<file path="src/rtl/shadow_pkg.sv">
// Shared types, widths and helpers for the shadow key scheduler.
// Round keys are bytes taken from a 32-bit sliding key register.
package shadow_pkg;

  localparam int ROUNDS_DEFAULT = 32;
  localparam int KEY_W          = 32;
  localparam int RK_W           = 8;
  localparam int IDX_W          = 6;

  typedef enum logic [1:0] {
    ST_IDLE = 2'd0,
    ST_RUN  = 2'd1,
    ST_DONE = 2'd2
  } state_e;

  // Rotate a round-key byte left by one bit position.
  function automatic logic [RK_W-1:0] rotl1(input logic [RK_W-1:0] x);
    return {x[RK_W-2:0], x[RK_W-1]};
  endfunction

endpackage

</file>
<file path="src/rtl/shadow_ks_update.sv">
// Next-state function of the key register: one new byte enters at the top
// while the consumed byte drops off the bottom.
module shadow_ks_update
  import shadow_pkg::*;
(
  input  logic [KEY_W-1:0] key,
  input  logic [IDX_W-1:0] cnt,
  output logic [KEY_W-1:0] key_next
);

  logic [RK_W-1:0] new_byte;

  // The round index is mixed in so that an all-zero key still diverges.
  assign new_byte = rotl1(key[KEY_W-1 -: RK_W])
                  ^ key[RK_W-1:0]
                  ^ {{(RK_W-IDX_W){1'b0}}, cnt};

  assign key_next = {new_byte, key[KEY_W-1:RK_W]};

endmodule

</file>
<file path="src/rtl/shadow_key_sched.sv">
// Round-key scheduler: loads a 32-bit master key on start and streams
// ROUNDS byte-wide round keys over a valid/ready handshake.
module shadow_key_sched
  import shadow_pkg::*;
#(
  parameter int ROUNDS = ROUNDS_DEFAULT
) (
  input  logic             clk,
  input  logic             rst_n,
  input  logic             start,
  input  logic [KEY_W-1:0] key_in,
  output logic [RK_W-1:0]  rk,
  output logic [IDX_W-1:0] rk_idx,
  output logic             rk_valid,
  input  logic             rk_ready,
  output logic             rk_last,
  output logic             busy,
  output logic             done
);

  if (ROUNDS < 1 || ROUNDS > 63) begin : g_bad_rounds
    $error("shadow_key_sched: ROUNDS must be in 1..63");
  end

  localparam logic [IDX_W-1:0] LAST_IDX = IDX_W'(ROUNDS - 1);

  state_e           state;
  state_e           state_next;
  logic [KEY_W-1:0] key_q;
  logic [KEY_W-1:0] key_next;
  logic [IDX_W-1:0] cnt_q;
  logic             load;
  logic             xfer;
  logic             at_last;

  shadow_ks_update u_update (
    .key      (key_q),
    .cnt      (cnt_q),
    .key_next (key_next)
  );

  assign xfer    = (state == ST_RUN) && rk_ready;
  assign at_last = (cnt_q == LAST_IDX);

  // NOTE: sequential state uses non-blocking assignments so every register
  // samples pre-edge values regardless of block ordering.
  always_ff @(posedge clk or negedge rst_n) begin
    if (!rst_n) begin
      state <= ST_IDLE;
    end else begin
      state <= state_next;
    end
  end

  // NOTE: every signal driven here gets a default first, so no path through
  // the case can leave one unassigned and infer a latch.
  always_comb begin
    state_next = state;
    load       = 1'b0;
    rk_valid   = 1'b0;
    rk_last    = 1'b0;
    busy       = 1'b0;
    done       = 1'b0;
    case (state)
      ST_IDLE: begin
        if (start) begin
          load       = 1'b1;
          state_next = ST_RUN;
        end
      end
      ST_RUN: begin
        rk_valid = 1'b1;
        rk_last  = at_last;
        busy     = 1'b1;
        if (rk_ready && at_last) begin
          state_next = ST_DONE;
        end
      end
      ST_DONE: begin
        busy       = 1'b1;
        done       = 1'b1;
        state_next = ST_IDLE;
      end
      default: begin
        state_next = ST_IDLE;
      end
    endcase
  end

  // Key and index move only on load or on an accepted transfer; a stalled
  // consumer leaves both untouched for as long as it likes.
  always_ff @(posedge clk or negedge rst_n) begin
    if (!rst_n) begin
      key_q <= '0;
      cnt_q <= '0;
    end else if (load) begin
      key_q <= key_in;
      cnt_q <= '0;
    end else if (xfer) begin
      key_q <= key_next;
      cnt_q <= cnt_q + 1'b1;
    end
  end

  // Key outputs are straight register taps, independent of rk_ready.
  assign rk     = key_q[RK_W-1:0];
  assign rk_idx = cnt_q;

endmodule

</file>
<file path="config.mk">
export PLATFORM = sky130hd
export DESIGN_NAME = shadow_key_sched
export DESIGN_NICKNAME = d
export VERILOG_FILES = /design/src/rtl/shadow_pkg.sv /design/src/rtl/shadow_ks_update.sv /design/src/rtl/shadow_key_sched.sv
export SDC_FILE = /design/constraint.sdc
export NUM_CORES = 1
export LEC_CHECK = 0
export CORE_ASPECT_RATIO = 1.4
export CORE_MARGIN = 1.5
export CORE_UTILIZATION = 48
export DETAILED_ROUTE_END_ITERATION = 16
export GPL_ROUTABILITY_DRIVEN = 1
export PLACE_DENSITY = 0.79
export RECOVER_POWER = 100
export SLEW_MARGIN = 30
export SYNTH_ARGS = -nofsm -noshare
export SYNTH_HDL_FRONTEND = slang
export SYNTH_SLANG_ARGS = --single-unit
</file>
<file path="constraint.sdc">
create_clock -name clk -period 1.6 [get_ports clk]
set_input_delay 0.16 -clock clk [delete_from_list [all_inputs] [get_ports clk]]
set_output_delay 0.16 -clock clk [all_outputs]
set_load 0.01 [all_outputs]
</file>
==> results.md, run 1 <==
* Fill cells at 302
* Post-route setup TNS at 0 ns
* Starting DRC count in detailed routing at 64
* Multi-input logic area at 980 um^2
* Cells after synthesis at 196
* Final Max Tran Viols at 0
* Max_slew headroom at 0.589
* Core area at 3950 um^2
* Final Cell Area at 2860 um^2
* Worst setup SP type: flip-flop
* Row count at 27
* First-pass GRT wire length at 7620 um
* Slew at the pin closest to its max-slew limit at 0.616 ns
* CTS H-tree lvls at 2
* Initial antenna violation count at 0
* Total power at 4.70 mW
* Top cells by area, synth: dfrtp_1, mux2i_1, o21ai_0
* DP HPWL at 3230 um
* Yosys reg bits at 40
* Fin. Hold Viols at 0
* Post-synth EDFFs at 0
* ANT nets after route at 0
* Crit-path slowest cell: clkdlybuf4s50_1
* Leading area contributor after synthesis: dfrtp_1
* Register Area at 1000 um^2
* VDD IR max at 1120 uV
* Leakage Power at 1.28 nW
* Arrival time of the worst setup path at 1.40 ns
* Critical R2R Launch: state[1]
* Synth Net Count at 237
* Vias in the first global route at 1679
* Clk_skew at 0.00954 ns
* Diodes inserted at 0
* Die height at 79.4 um
* Share of post-route cells with drive strength above 1 at 0.147
* Area Growth Syn to Fin at 42.7%
* # IOs at 54
* Status: finished, final reports clean
* Most frequent cell after synthesis: dfrtp_1
* Grt ovf at 0
* Min cycle time layout at 1.56 ns
* Maximum net fanout on the critical path at 4
* Synth Cell Area at 2000 um^2
* Number of CTS-inserted buffers at 5
* Predominant post-synthesis flop cell: dfrtp_1
* Worst min path class: in -> async
* Worst-path clk slew at 0.08 ns
* Worst R2R Path Depth at 6
* CP startpoint: rk_idx[1]
* GPL Wtd Cong at 0.791
* Met3 usage at 0.0454
* Synth Area per Inst at 10.2 um^2
* Worst skew pair latency at 0.29 ns
* F_max at 642 MHz
* Unique masters post-synth at 26
* Largest net degree at the start of global routing at 35
* Max Root-Sink Buffers at 2
* Most Crowded Layer GR: met2
* Required time worst endpoint at 1.44 ns
* WP depth at 2
* Synth top cells by count: dfrtp_1, o21ai_0, nand2_1
* Delay-heaviest family, CP: buffers and inverters
* Die area at 4570 um^2
* Placed cell area at 2690 um^2
* CTS tree: yes
* Via Count at 1643
* WP buf/inv at 2
* Clk sinks at 40
* Count of final setup violators at 0
* Synth warnings at 0
* Clk root buf: clkbuf_8
* Final #Nets at 306
* Yosys top cell area share at 0.500
* Met1 Use GR at 0.286
* Register area share after synthesis at 0.500
* RSZ-0062 raised after global routing: yes
* Kind of critical path: reg -> out
* Critical path endpoint category: primary output
* Max-cap viol count at 0
* Worst path cell trace: buf_4 -> clkdlybuf4s50_1
* CP max stage delay at 0.53 ns
* DRC Markers at 0
* Final period utilization at 0.973
* TritonRoute pass-1 iters at 4
* IO Port Bufs at 53
* Final Util at 0.722
* Starting Density at 0.506
* Total routed wirelength at 4430 um
* Total GRT Usage at 0.217
* Vias/cell at 5.32
* GR Util met2 at 0.353
* Wire length per cell at 14.3 um
* Chip width at 57.6 um
* Async S/R FF share, synth at 1.00
* Cell area power density at 1650 nW/um^2
-- cells by family after synthesis --
kind of cell             synth area share
AO/OA/AOI/OAI                       0.121
XOR/XNOR                           0.0788
adder cells (fa/ha/maj)            0.0313
buffers and inverters              0.0306
flip-flops                          0.500
multiplexers                        0.126
AND/OR/NAND/NOR                     0.113
-- routing by layer --
metal	routed length (um)	part of all wire
met4	42	0.0095
met1	1900	0.43
met3	160	0.036
met2	2320	0.52
met5	0	0
-- state kept, by name (all words and copies together) (netlist names) --
| register | count |
|---|---|
| rk_idx | 6 |
| state | 2 |
| key_q | 32 |
-- worst paths after layout --
path / endpoint / slack [ns]
max: rk_idx[1] / 0.04
min: key_q[29] / 0.42
max reg2reg: state[0] / 0.08
min reg2reg: key_q[24] / 0.57
max in group asynchronous: key_q[24] / 0.35
min in group clk: key_q[8] / 0.42
-- final cells by class --
cell class	count	area share
clock inverter	2	0.0123
inverter	2	0.00263
multi-input combinational	144	0.343
sequential	40	0.351
clock buffer	6	0.0254
timing repair buffer	72	0.247
tap	43	0.0188
-- power by group --
part	total, mW	internal, mW	switching [mW]
registers	1.78	1.45	0.338
logic	2.12	1.16	0.959
clock network	0.798	0.463	0.335
total	4.70	3.07	1.63
-- timing repair --
action,in CTS,in global routing
buffers inserted,1,0
pin swaps,1,3
endpoints found under the setup margin,4,30
resized for setup,8,16
hold endpoints to repair,24,0
hold buffers,1,0
-- placed cells by master (no fill, tap or decap), types with 2 or more instances in the layout --
cell type,count
buf_6,3
inv_2,2
xnor2_1,10
buf_12,3
clkbuf_8,5
buf_4,11
mux2i_1,24
clkbuf_1,3
ha_2,2
a22oi_1,6
dlygate4sd2_1,3
nor2_1,7
dfrtp_1,40
ha_1,2
nand2_1,30
nand3_1,2
clkdlybuf4s50_1,48
xor2_1,8
and2_4,2
nand2_2,2
o21ai_0,33
a21oi_1,5
-- metrics by stage --
stage          hold slack [ns]  instances  setup WS [ns]
2_1_floorplan           -0.136        196          0.118
3_3_place_gp             0.174        299         0.0159
3_5_place_dp             0.172        299        -0.0273
4_1_cts                  0.405        309         0.0203
5_1_grt                  0.427        309        -0.0262
6_report                 0.419        309         0.0433
(Power assumes the default switching activity.)
==> inputs of run 2 (changes only) <==
CORE_UTILIZATION = 44   (was 48)
PLACE_DENSITY = 0.74   (was 0.79)
==> run 2 against run 1 <==
Net effect: sequential power barely moved; global-route usage decreased by 2.1 points; sequential cell count did not move; maximum frequency decreased by 0.33%; hold slack got worse by 0.0073 ns; setup slack got worse by 0.0052 ns; via count grew 0.61%; routed wire length decreased by 1.0%; power shrank 2.3%; core utilization fell by 5.2 points; register-to-register slack hardly changed; non-clock buffer count increased by 2; largest cell class unchanged; largest power group unchanged.
==> results.md, run 2 (synthesis gave the netlist of run 1 again) <==
* Critical path endpoint category: primary output
* Largest Register: key_q
* Area Growth Syn to Fin at 44.4%
* Total routed wirelength at 4380 um
* Worst setup SP type: flip-flop
* Sw frac at 0.358
* Metal2 WL at 2220 um
* Cell area power density at 1590 nW/um^2
* Wire length per cell at 13.4 um
* Starting DRC count in detailed routing at 70
* Max-cap viol count at 0
* Clk root buf: clkbuf_8
* Grt ovf at 0
* Total power at 4.59 mW
* Flop pwr share at 0.388
* # IOs at 54
* Clk_skew at 0.00999 ns
* Commonest cells after routing, fill and taps aside: clkdlybuf4s50_1, dfrtp_1, o21ai_0
* VDD IR max at 793 uV
* Max Root-Sink Buffers at 2
* Met3 wire len at 205 um
* Final period utilization at 0.976
* Internal at 2.95 mW
* Maximum net fanout on the critical path at 3
* Combinational share of power at 0.462
* Required time worst endpoint at 1.44 ns
* Worst skew pair latency at 0.30 ns
* Die height at 82.8 um
* Leakage Power at 1.29 nW
* Top Layer Used: met4
* TritonRoute pass-1 iters at 4
* Total GRT Usage at 0.196
* Vias/cell at 5.04
* Die area at 4970 um^2
* Max_slew headroom at 0.275
* DP HPWL at 3210 um
* Core area at 4310 um^2
* F_max at 640 MHz
* Clk sinks at 40
* Status: finished, final reports clean
* Commonest non-fill, non-tap cell in the layout: clkdlybuf4s50_1
* Chip width at 60.0 um
* Largest register FFs at 32
* GPL Wtd Cong at 0.852
* Share of post-route cells with drive strength above 1 at 0.149
* First-pass GRT wire length at 7140 um
* Slew at the pin closest to its max-slew limit at 1.09 ns
* Row count at 28
* Count of final setup violators at 0
* Via Count at 1653
* Final #Nets at 308
* ANT nets after route at 0
* Worst-path clk slew at 0.07 ns
* Worst min path class: in -> reg
* Arrival time of the worst setup path at 1.40 ns
* CTS tree: yes
* DRT met1 WL at 1860 um
* Number of CTS-inserted buffers at 5
* Initial antenna violation count at 0
* Post-route setup TNS at 0 ns
* Min cycle time layout at 1.56 ns
* Fin. Hold Viols at 0
* Vias in the first global route at 1595
* DRC Markers at 0
* Clk pwr share at 0.150
* IO Port Bufs at 53
* Largest net degree at the start of global routing at 35
* Diodes inserted at 0
* Switching Power at 1.64 mW
* Kind of critical path: reg -> out
* Final Max Tran Viols at 0
* Final Util at 0.670
* Starting Density at 0.464
* CTS H-tree lvls at 2
* RSZ-0062 raised after global routing: yes
==> run 2: cell types whose count changed in the layout (fill, tap and decap cells not counted), sizes merged <==
cell,delta
bufinv,-1
clkbuf,-2
clkdlybuf4s15,+1
buf,+3
clkinv,+1
==> run 2: final cells by class <==
class	instances	area, um^2
tap	60	75.1
timing repair buffer	74	723
multi-input combinational	144	990
clock buffer	6	82.6
inverter	2	7.51
fill	363	1420
clock inverter	2	10.0
sequential	40	1000
==> run 2: critical path: stages (launching register included) <==
cell and delay (ns):
dfrtp_1 0.41, ha_4 0.18, nand2_2 0.08, nor3_4 0.04, and2_2 0.18, clkdlybuf4s15_2 0.22
==> run 2: power by group through the flow <==
stage / Combinational [mW] / Clock (mW) / Sequential, mW
after floorplan: 1.20 / 0 / 1.79
after global placement: 2.01 / 0 / 1.78
after detailed placement: 2.05 / 0 / 1.79
after CTS: 2.09 / 0.702 / 1.77
after global routing: 2.36 / 0.756 / 1.83
final: 2.12 / 0.690 / 1.78
==> run 2: repair_timing <==
action                                  in CTS  in global routing
endpoints found under the setup margin       8                 13
buffers inserted                             1                  1
hold buffers                                 1                  0
hold endpoints to repair                    18                  0
pin swaps                                    2                  0
gates resized for setup                     10                 10
==> run 2: routing by layer <==
| metal | GRT usage | vias up |
|---|---|---|
| met5 | 0 | - |
| met4 | 0.0889 | 0 |
| met2 | 0.326 | 50 |
| li1 | - | 811 |
| met3 | 0.0419 | 8 |
| met1 | 0.241 | 784 |
==> run 2: final timing paths <==
check,slack (ns),cells after the start,start,endpoint
setup / recovery,0.04,5,rk_idx[1],rk_last
hold / removal,0.41,3,key_in[22],key_q[22]
setup reg to reg,0.07,6,state[1],key_q[4]
hold reg to reg,0.57,2,key_q[22],key_q[22]
max in group asynchronous,0.34,3,rst_n,key_q[4]
min in group asynchronous,0.58,2,rst_n,rk_idx[0]
==> run 2: per-stage QoR <==
stage / cells / cell area [um^2] / hold WS (ns) / setup WS (ns)
floorplan: 196 / 2000 / -0.136 / 0.118
global placement: 317 / 2720 / 0.129 / 0.0216
detailed placement: 317 / 2720 / 0.133 / -0.00670
CTS: 327 / 2840 / 0.357 / 0.0334
global route: 328 / 2890 / 0.430 / -0.0327
finish: 328 / 2890 / 0.412 / 0.0381
